===== src/rtl/tff_counter_pkg.sv =====
// tff_counter_pkg: shared direction constants and width helper for tff_counter users.
package tff_counter_pkg;
  localparam logic DIR_UP = 1'b1;
  localparam logic DIR_DOWN = 1'b0;
  function automatic int unsigned width_for(input int unsigned modulo);
    return (modulo <= 2) ? 1 : $clog2(modulo);
  endfunction
endpackage


===== src/rtl/tff_counter_if.sv =====
// tff_counter_if: control inputs and status outputs of one counter digit.
interface tff_counter_if #(parameter int WIDTH = 4);
  logic en;
  logic up;
  logic load;
  logic [WIDTH-1:0] D;
  logic [WIDTH-1:0] Q;
  logic tc;
  logic wrap;
  logic load_err;
  modport master (output en, up, load, D, input Q, tc, wrap, load_err);
  modport slave (input en, up, load, D, output Q, tc, wrap, load_err);
endinterface


===== src/rtl/tff_counter_cell.sv =====
// tff_cell: single-bit T flip-flop with synchronous reset to a per-bit value.
module tff_cell (
  input  logic Clk,
  input  logic rst,
  input  logic rst_val,
  input  logic T,
  output logic Q
);
  always_ff @(posedge Clk)
    if (rst) Q <= rst_val;
    else Q <= Q ^ T;
endmodule


===== src/rtl/tff_counter.sv =====
// tff_counter: up/down modulo counter built from T cells, with load, tc, wrap and load_err.
module tff_counter
  import tff_counter_pkg::*;
#(
  parameter int WIDTH = 4,
  parameter int MODULO = 10,
  parameter int RESET_VAL = 0
) (
  input logic Clk,
  input logic rst,
  tff_counter_if.slave bus
);
  if (WIDTH < 1 || MODULO < 2 || 64'(MODULO) > (64'd1 << WIDTH) || RESET_VAL < 0 || RESET_VAL >= MODULO) begin : g_bad
    $fatal(1, "tff_counter: illegal WIDTH/MODULO/RESET_VAL");
  end
  localparam logic [WIDTH-1:0] MAX = WIDTH'(MODULO - 1);
  localparam logic [WIDTH-1:0] RST = WIDTH'(RESET_VAL);
  logic [WIDTH-1:0] q, q_d;
  logic at_max, at_zero, at_end, load_ok, wrap_d, load_err_d, wrap_q, load_err_q;
  always_comb begin
    at_max = q == MAX;
    at_zero = q == '0;
    at_end = bus.up == DIR_UP ? at_max : at_zero;
    load_ok = bus.D <= MAX;
    q_d = bus.load ? (load_ok ? bus.D : MAX)
        : !bus.en ? q
        : bus.up == DIR_UP ? (at_max ? '0 : q + 1'b1)
        : (at_zero ? MAX : q - 1'b1);
    wrap_d = !bus.load && bus.en && at_end;
    load_err_d = bus.load && !load_ok;
  end
  // each cell toggles exactly the bits that differ from the next value
  for (genvar g = 0; g < WIDTH; g++) begin : g_cell
    tff_cell u_cell (.Clk(Clk), .rst(rst), .rst_val(RST[g]), .T(q[g] ^ q_d[g]), .Q(q[g]));
  end
  always_ff @(posedge Clk)
    if (rst) begin
      wrap_q <= 1'b0;
      load_err_q <= 1'b0;
    end else begin
      wrap_q <= wrap_d;
      load_err_q <= load_err_d;
    end
  assign bus.Q = q;
  assign bus.tc = bus.en && at_end;
  assign bus.wrap = wrap_q;
  assign bus.load_err = load_err_q;
endmodule

===== src/flat_wrapper.sv =====
// flat-port wrapper written by rule: the top's interface ports become plain ports
module tff_counter_flat import tff_counter_pkg::*;
#(
  parameter int WIDTH = 4,
  parameter int MODULO = 10,
  parameter int RESET_VAL = 0
)
  (Clk, rst, bus_en, bus_up, bus_load, bus_D, bus_Q, bus_tc, bus_wrap, bus_load_err);
  tff_counter_if #(.WIDTH(WIDTH)) bus_i ();
  input logic Clk;
  input logic rst;
  input wire logic [$bits(bus_i.en)-1:0] bus_en;
  input wire logic [$bits(bus_i.up)-1:0] bus_up;
  input wire logic [$bits(bus_i.load)-1:0] bus_load;
  input wire logic [$bits(bus_i.D)-1:0] bus_D;
  output wire logic [$bits(bus_i.Q)-1:0] bus_Q;
  output wire logic [$bits(bus_i.tc)-1:0] bus_tc;
  output wire logic [$bits(bus_i.wrap)-1:0] bus_wrap;
  output wire logic [$bits(bus_i.load_err)-1:0] bus_load_err;
  assign bus_i.en = bus_en;
  assign bus_i.up = bus_up;
  assign bus_i.load = bus_load;
  assign bus_i.D = bus_D;
  assign bus_Q = bus_i.Q;
  assign bus_tc = bus_i.tc;
  assign bus_wrap = bus_i.wrap;
  assign bus_load_err = bus_i.load_err;
  tff_counter #(.WIDTH(WIDTH), .MODULO(MODULO), .RESET_VAL(RESET_VAL)) u_core (.Clk(Clk), .rst(rst), .bus(bus_i));
endmodule

===== config.mk =====
export PLATFORM = sky130hd
export DESIGN_NAME = tff_counter_flat
export DESIGN_NICKNAME = d
export VERILOG_FILES = /design/src/rtl/tff_counter_pkg.sv /design/src/rtl/tff_counter_if.sv /design/src/rtl/tff_counter_cell.sv /design/src/rtl/tff_counter.sv /design/src/flat_wrapper.sv
export SDC_FILE = /design/constraint.sdc
export NUM_CORES = 1
export LEC_CHECK = 0
export ABC_AREA = 1
export CAP_MARGIN = 40
export CORE_AREA = 2 2 39 41
export CTS_CLUSTER_DIAMETER = 50
export CTS_CLUSTER_SIZE = 12
export DETAILED_ROUTE_END_ITERATION = 8
export DIE_AREA = 0 0 41 43
export GPL_ROUTABILITY_DRIVEN = 0
export GPL_TIMING_DRIVEN = 1
export HOLD_SLACK_MARGIN = 0.05
export PLACE_DENSITY = 0.72
export SYNTH_ARGS = -nofsm -noshare
export SYNTH_HDL_FRONTEND = slang
export SYNTH_HIERARCHICAL = 1
export SYNTH_SLANG_ARGS = --single-unit

===== constraint.sdc =====
create_clock -name Clk -period 4.9 [get_ports Clk]
set_input_delay 0.98 -clock Clk [delete_from_list [all_inputs] [get_ports Clk]]
set_output_delay 0.98 -clock Clk [all_outputs]
set_load 0.01 [all_outputs]

; Yosys cells after proc, flatten, opt, wreduce, memory -nomap -nowiden
; Index checks and enable logic that the tools add are counted.
[totals]
regBits = 6
latchBits = 0
ram_bits = 0
romBits = 0
inputBits = 9
output_inout_bits = 7
memories = 0
[classes]
add_sub_neg = 2
mul = 0
div = 0
magnitude_cmp = 1
eq_ne = 1
n_shift = 0
n_mux = 7
bitwise = 8
n_reduce_logical = 7
[op_table]
columns = operator, count
row1 = 4-bit two-way mux, 6
row2 = 1-bit XOR, 8
row3 = "4-bit by 1-bit adder with 4-bit output, second input constant", 1
row4 = "4-bit == test, second input constant", 1
row5 = "4-bit less-or-equal comparator, second input constant", 1
row6 = 1-bit logical AND, 4
row7 = 4-bit logical NOT, 1
row8 = "4-bit by 1-bit subtractor with 4-bit output, second input constant", 1
row9 = 1-bit logical NOT, 2
row10 = 1-bit two-way mux, 1

; Logic depth before layout (Yosys ltp)
[depth]
depth_word = 7
mapped_depth = 15
ltp_nobuf = 15

; Cells and area by module
; The synthesis kept the hierarchy.
[modules_own_cells]
columns = mod, instances, cells_each, area_per_inst_um2
row1 = tff_counter, 1, 72, 376.6
row2 = tff_cell, 4, 9, 51.3

; Least setup slack after synthesis
; No wires, ideal clock.
[synth_timing]
path_kind = input -> output
start = input port bus_up
end = output port bus_tc
arrival_time_ns = 1.319
slack_ns = 2.601
path_stages = 4
path_buffers = 0
cell_sequence = inv_1 nand2_2 nand2_2 nor2_1
[synth_via]
elab_chain_cells = 2
[synth_lines]
columns = element, line
row1 = "start, declared", flat_wrapper.sv:13  ; input wire logic [$bits(bus_i.up)-1:0] bus_up;
row2 = 1-bit two-way mux, tff_counter.sv:23  ; at_end = bus.up == DIR_UP ? at_max : at_zero;
row3 = 1-bit logical AND, tff_counter.sv:45  ; assign bus.tc = bus.en && at_end;
row4 = "end, declared", flat_wrapper.sv:17  ; output wire logic [$bits(bus_i.tc)-1:0] bus_tc;
; No other way between the ends.

; Worst setup path after layout
; Same ends and word-level chain as after synthesis.

==> impl_metrics.env <==
export IMPL_rows=14
export IMPL_max_clock_freq_mhz=302.4
export IMPL_final_fill_count=143
export IMPL_crit_fanout=5
export IMPL_antenna_found_initial=0
export IMPL_intPower_mw=0.1212
export IMPL_setup_tns_ps=0
export IMPL_ys_top_cells_by_area="nand2_1 25%, dfxtp_1 21%, inv_1 14%"
export IMPL_synth_avg_cell_area_um2=5.387
export IMPL_dieArea_mm2=0.001763
export IMPL_clkLatencyLatePin_ps=240
export IMPL_ir_drop_uv=104.7
export IMPL_p_switching_mw=0.07457
export IMPL_wl_um=1307
export IMPL_p_total_mw=0.1958
export IMPL_route_detailed_drc=0
export IMPL_gr_total_overflow=0
export IMPL_cts_setup_buffers=0
export IMPL_rsz0062_at_grt="no"
export IMPL_path_cells="clkdlybuf4s50_1 > inv_1 > nand2_2 > nand2_2 > nor2_1 > clkdlybuf4s50_1"
export IMPL_grt_max_degree=11
export IMPL_grt_met2_usage_pct=27.81
export IMPL_swShare_pct=38.09
export IMPL_cts_root_buf="clkbuf_4"
export IMPL_use_met3_pct=7.853
export IMPL_ys_ff_latch=6
export IMPL_avgRoutedWirePerCell_um=9.076
export IMPL_start_kind="input port"
export IMPL_first_global_vias=564
export IMPL_area_growth_pct=34.19
export IMPL_ctsResizeCount=0
export IMPL_fin_skew_ps=2.176
export IMPL_grt_use_met1_pct=20.83
export IMPL_cts_sinks=6
export IMPL_arrival_ps=2330
export IMPL_cts_made_buffers=3
export IMPL_gr_max_usage_layer="met2"
export IMPL_hold_path_class="reg2reg"
export IMPL_final_common_cell="nand2_1"
export IMPL_seq_power_share_pct=34.3
export IMPL_path_clk_slew_ps=40
export IMPL_p_leak_nw=0.4439
export IMPL_syn_inst=108
export IMPL_port_buffers=15
export IMPL_die_w_um=41
export IMPL_via_count=691
export IMPL_hold_buffers=0
export IMPL_grt_pass1_wl_um=2152
export IMPL_drive_gt1_share_pct=5.469
export IMPL_yosysUniqueCellTypes=17
export IMPL_crit_path_end_kind="primary output"
export IMPL_outcome="complete, no violations"
export IMPL_nets=142
export IMPL_core_area_mm2=0.001384
export IMPL_start_util_pct=42.04
export IMPL_avgViaCountPerCell=4.799
export IMPL_pwr_share_clk_pct=23.3
export IMPL_synth_top_cell_area_share_pct=25.16
export IMPL_max_stage_delay_ps=530
export IMPL_yosysSeqAreaShare_pct=20.65
export IMPL_die_h_um=43
export IMPL_cts_htree_levels=1
export IMPL_layout_common_cells="39 x nand2_1, 22 x inv_1, 15 x clkdlybuf4s50_1, 15 x nand3_1, 6 x dfxtp_1"
export IMPL_hold_viol=0
export IMPL_synth_area_um2=581.8
export IMPL_critPathSlowestCell="clkdlybuf4s50_1"
export IMPL_antenna_left=0
export IMPL_yosys_area_top_type="nand2_1"
export IMPL_criticalPathCategory="in2out"
export IMPL_post_route_min_period_ps=3307
export IMPL_ios=16
export IMPL_fin_crit_sh_pct=67.49
export IMPL_required_ps=3920
export IMPL_hpwl_um=1065
export IMPL_diodes=0
export IMPL_powerDensity_mw_per_mm2=250.7
export IMPL_cts_buffer_depth=2
export IMPL_initialDrtViolationCount=27
export IMPL_dr_pass1_iters=4
export IMPL_yosysWarnings=6
export IMPL_comb_power_share_pct=42.4
export IMPL_max_cap_violations=0
export IMPL_cts_tree="yes"
export IMPL_slew_viol_final=0
export IMPL_grt_usage_pct=17.85
export IMPL_setup_violations=0
-- power groups by stage --
| stage | combinational, mW | clock (mW) | sequential (mW) |
|---|---|---|---|
| floorplan | 0.0519 | 0 | 0.0681 |
| global placement | 0.0823 | 0 | 0.0681 |
| detailed placement | 0.0833 | 0 | 0.0684 |
| CTS | 0.0836 | 0.0484 | 0.0675 |
| global route | 0.0959 | 0.0519 | 0.0689 |
| finish | 0.0830 | 0.0455 | 0.0672 |
-- kinds of logic after synthesis --
kind of cell	synth area share, %
and+or+nand+nor	48.17
DFF	20.65
other	0.6445
AOI/OAI and AO/OA	8.388
adders and majority gates	6.452
buffers and inverters	15.70
-- sequential cells by signal (all words and copies together) (netlist names) --
register,cells
u_core/g_cell.u_cell/Q,4
u_core/bus.load_err,1
u_core/bus.wrap,1
-- metrics by stage --
stage                     hold slack, ps  std cells  utilization, %  area [µm²]  setup slack [ps]
final                              623.7        144           56.42       780.7              1593
after global routing               664.2        144           56.42       780.7              1481
after CTS                          635.0        144           56.42       780.7              1588
after detailed placement           624.5        141           54.79       758.2              1591
after global placement             607.1        141           54.79       758.2              1609
after floorplan                    596.7        111               -       593.1              2601
-- Yosys cell counts --
cell type	n
nand2_1	39
inv_1	22
nand3_1	15
dfxtp_1	6
a21oi_1	4
nor2_1	4
o21ai_0	4
ha_1	3
nand2_2	3
buf_2	1
conb_1	1
inv_2	1
nand3b_1	1
nand4_1	1
nor3_1	1
nor4_1	1
o311ai_0	1
-- area by class of cell --
cell class	count	area [µm²]	share of cell area, %
Clock buffer	3	22.52	2.885
Inverter	23	86.33	11.06
Multi-Input combinational cell	81	381.6	48.88
Sequential cell	6	120.1	15.38
Tap cell	16	20.02	2.564
Timing Repair Buffer	15	150.1	19.23
-- per-layer routing --
| metal | vias to the layer above | part of all wire [%] |
|---|---|---|
| met5 | - | 0 |
| met4 | 0 | 1.1 |
| met3 | 2 | 4.1 |
| met2 | 14 | 52 |
| met1 | 301 | 43 |
| li1 | 374 | - |
-- worst max-delay path, delay by kind of cell --
family | cells | cell delay (ps)
buf+inv | 3 | 1120
simple gates | 3 | 210
-- worst paths after layout --
path	startpoint	to	slack, ps	cells past startpoint
min	u_core/g_cell[2].u_cell/Q	u_core/g_cell[2].u_cell/Q	620	3
max reg2reg	u_core/g_cell[0].u_cell/Q	u_core/g_cell[3].u_cell/Q	3130	14
max	bus_up	bus_tc	1590	6
min reg2reg	u_core/g_cell[2].u_cell/Q	u_core/g_cell[2].u_cell/Q	620	3
Power figures use the tool's default switching activity.
==> patch, RTL diff (same settings) <==
`WIDTH` is set to 4 in 3 places; all go to 5.
--- a/src/rtl/tff_counter_if.sv
+++ b/src/rtl/tff_counter_if.sv
@@ -1,5 +1,5 @@
 // tff_counter_if: control inputs and status outputs of one counter digit.
-interface tff_counter_if #(parameter int WIDTH = 4);
+interface tff_counter_if #(parameter int WIDTH = 5);
   logic en;
   logic up;
   logic load;
--- a/src/rtl/tff_counter.sv
+++ b/src/rtl/tff_counter.sv
@@ -2,7 +2,7 @@
 module tff_counter
   import tff_counter_pkg::*;
 #(
-  parameter int WIDTH = 4,
+  parameter int WIDTH = 5,
   parameter int MODULO = 10,
   parameter int RESET_VAL = 0
 ) (
--- a/src/flat_wrapper.sv
+++ b/src/flat_wrapper.sv
@@ -1,7 +1,7 @@
 // flat-port wrapper written by rule: the top's interface ports become plain ports
 module tff_counter_flat import tff_counter_pkg::*;
 #(
-  parameter int WIDTH = 4,
+  parameter int WIDTH = 5,
   parameter int MODULO = 10,
   parameter int RESET_VAL = 0
 )
Interface: changed (resized bus_D and bus_Q); port bits go from 16 to 18. No check against the original RTL was run, so the function may have changed too.
==> patch against the original RTL <==
  * Synthesized area up 37%
  * Critical endpoint unchanged
  * Power up 44%
  * Critical path type unchanged
  * Global-route usage up 7.4 points
  * Sequential cell count up 1
  * Worst setup slack worse by 0.14 ns
  * Largest cell class unchanged
  * Design area up 29%
  * Sequential power up 29%
  * Wire length up 35%
==> patch: results (changes against the original RTL) <==
register containing the most flip-flops in the final layout - u_core/g_cell.u_cell/Q
antenna violations before repair - 0 (unchanged)
average cell area after synthesis - 5.78 µm² (+7.2%)
source-to-sink clock delay at the later pin of the worst-skew pair - 0.27 ns (+0.03 ns)
CTS clock-pin slew for the worst setup and hold paths - 0.05 ns
post-CTS repair timing setup buffer count - 0 (unchanged)
maximum vdd drop - 0.173 mV (+65%)
global-route track usage on met3 - 7.33% (-0.52 points)
synth top area cells - sky130_fd_sc_hd__nand2_1, sky130_fd_sc_hd__dfxtp_1, sky130_fd_sc_hd__inv_1
maximum number of pins on one net before global-route repair - 13 (+2)
worst path arrival time - 2.47 ns (+0.14 ns)
cell family with the largest share of critical-path delay - buffers and inverters
Placement Setup Slack - 1.45 ns (-0.141 ns)
vias in the first global route - 752 (+33%)
count of unique library cells instantiated by Yosys - 24 (+7)
status - completed
wire length of the first global-routing pass - 2.93 mm (+36%)
Yosys warnings - 6 (unchanged)
number of search-and-repair iterations in the first detailed-routing pass - 4 (unchanged)
Largest register FFs - 5 (+1)
maximum count of clock buffers along a single path - 2 (unchanged)
WL final - 1.76 mm (+35%)
cell at the root of the clock tree - sky130_fd_sc_hd__clkbuf_4
Power Sequential - 86.6 µW (+29%)
fraction of final layout cells with drive strength greater than 1 - 16.1% (+11 points)
combined global-route utilization of all metal layers - 25.3% (+7.4 points)
global routing met2 resource utilization - 35.0% (+7.2 points)
leakage component of the power - 0.557 nW (+25%)
number of cells on the worst hold path - 3 (unchanged)
count of nets after finishing - 175 (+23%)
HPWL reported at the end of detailed placement - 1.39 mm (+30%)
GRT met1 Usage - 31.4% (+11 points)
H-tree level count - 1 (unchanged)
delay of the slowest cell on the worst path - 0.54 ns
antenna cell count - 0 (unchanged)
cell total after placement - 173 (+23%)
number of input and output port buffers inserted - 17 (+2)
cts bufs inserted - 3 (unchanged)
cell with the largest stage delay on the worst path - sky130_fd_sc_hd__clkdlybuf4s50_1
detailed-route vias per instance - 4.81 (+0.19%)
Min-Delay Path Class - reg -> reg
total via count after detailed routing - 851 (+23%)
dominant register cell in the synthesized netlist - sky130_fd_sc_hd__dfxtp_1
number of cells upsized or downsized after cts - 0 (unchanged)
critical-path maximum fanout - 5 (unchanged)
number of violations reported at the end of detailed-routing iteration 0 - 19 (-30%)
Post-Route Skew - 0.0157 ns (+0.0135 ns)
worst reg-to-reg path cell count - 14 (unchanged)
Switch Pwr - 123 µW (+66%)
proportion of synthesized chip area in sequential cells - 17.6% (-3.1 points)
asr flop ratio synth - 0% (unchanged)
Clock Power - 58.1 µW (+28%)
most instantiated cells after synthesis - sky130_fd_sc_hd__nand2_1, sky130_fd_sc_hd__inv_1, sky130_fd_sc_hd__nand3_1, sky130_fd_sc_hd__nand2_2, sky130_fd_sc_hd__dfxtp_1
[patch: through the flow]
stage                     power (mW)  cell area (µm²)  hold WS [ns]
after floorplan                0.187              812         0.560
after global placement         0.220              980         0.620
after detailed placement       0.224              980         0.624
after CTS                      0.283             1010         0.644
after global routing           0.305             1010         0.684
final                          0.282             1010         0.635
[patch: cells by family after synthesis]
group | after synthesis | synth area share [%]
flops | 7 | 17.6
fa+ha+maj | 3 | 4.71
other cells | 1 | 0.471
simple gates | 86 | 52.3
xor+xnor | 2 | 2.20
compound gates | 9 | 6.44
buf+inv | 30 | 16.3
[patch: layout make-up]
type,count,area [µm²]
well taps,16,20.0
flip-flops and latches,7,140
repair buffers,17,170
multi-input cells,105,542
clock buffers,4,26.3
fillers,123,378
inverters,28,108
[patch: routing by layer]
| metal | wire, µm | share of wire, % |
|---|---|---|
| met3 | 81 | 4.6 |
| met2 | 763 | 43 |
| met5 | 0 | 0 |
| met4 | 67 | 3.8 |
| met1 | 846 | 48 |
[patch: path summary, 6_finish.rpt]
path / to / slack, ns / start
min reg2reg: u_core/g_cell[1].u_cell/Q / 0.64 / u_core/g_cell[1].u_cell/Q
max reg2reg: u_core/g_cell[2].u_cell/Q / 3.06 / u_core/g_cell[0].u_cell/Q
max: bus_tc / 1.45 / bus_up
min: u_core/g_cell[1].u_cell/Q / 0.64 / u_core/g_cell[1].u_cell/Q
[patch: worst min-delay path, delay by kind of cell (launching register included)]
kind | cells | cell delay (ns)
flip-flops | 1 | 0.39
AND/OR/NAND/NOR | 3 | 0.22
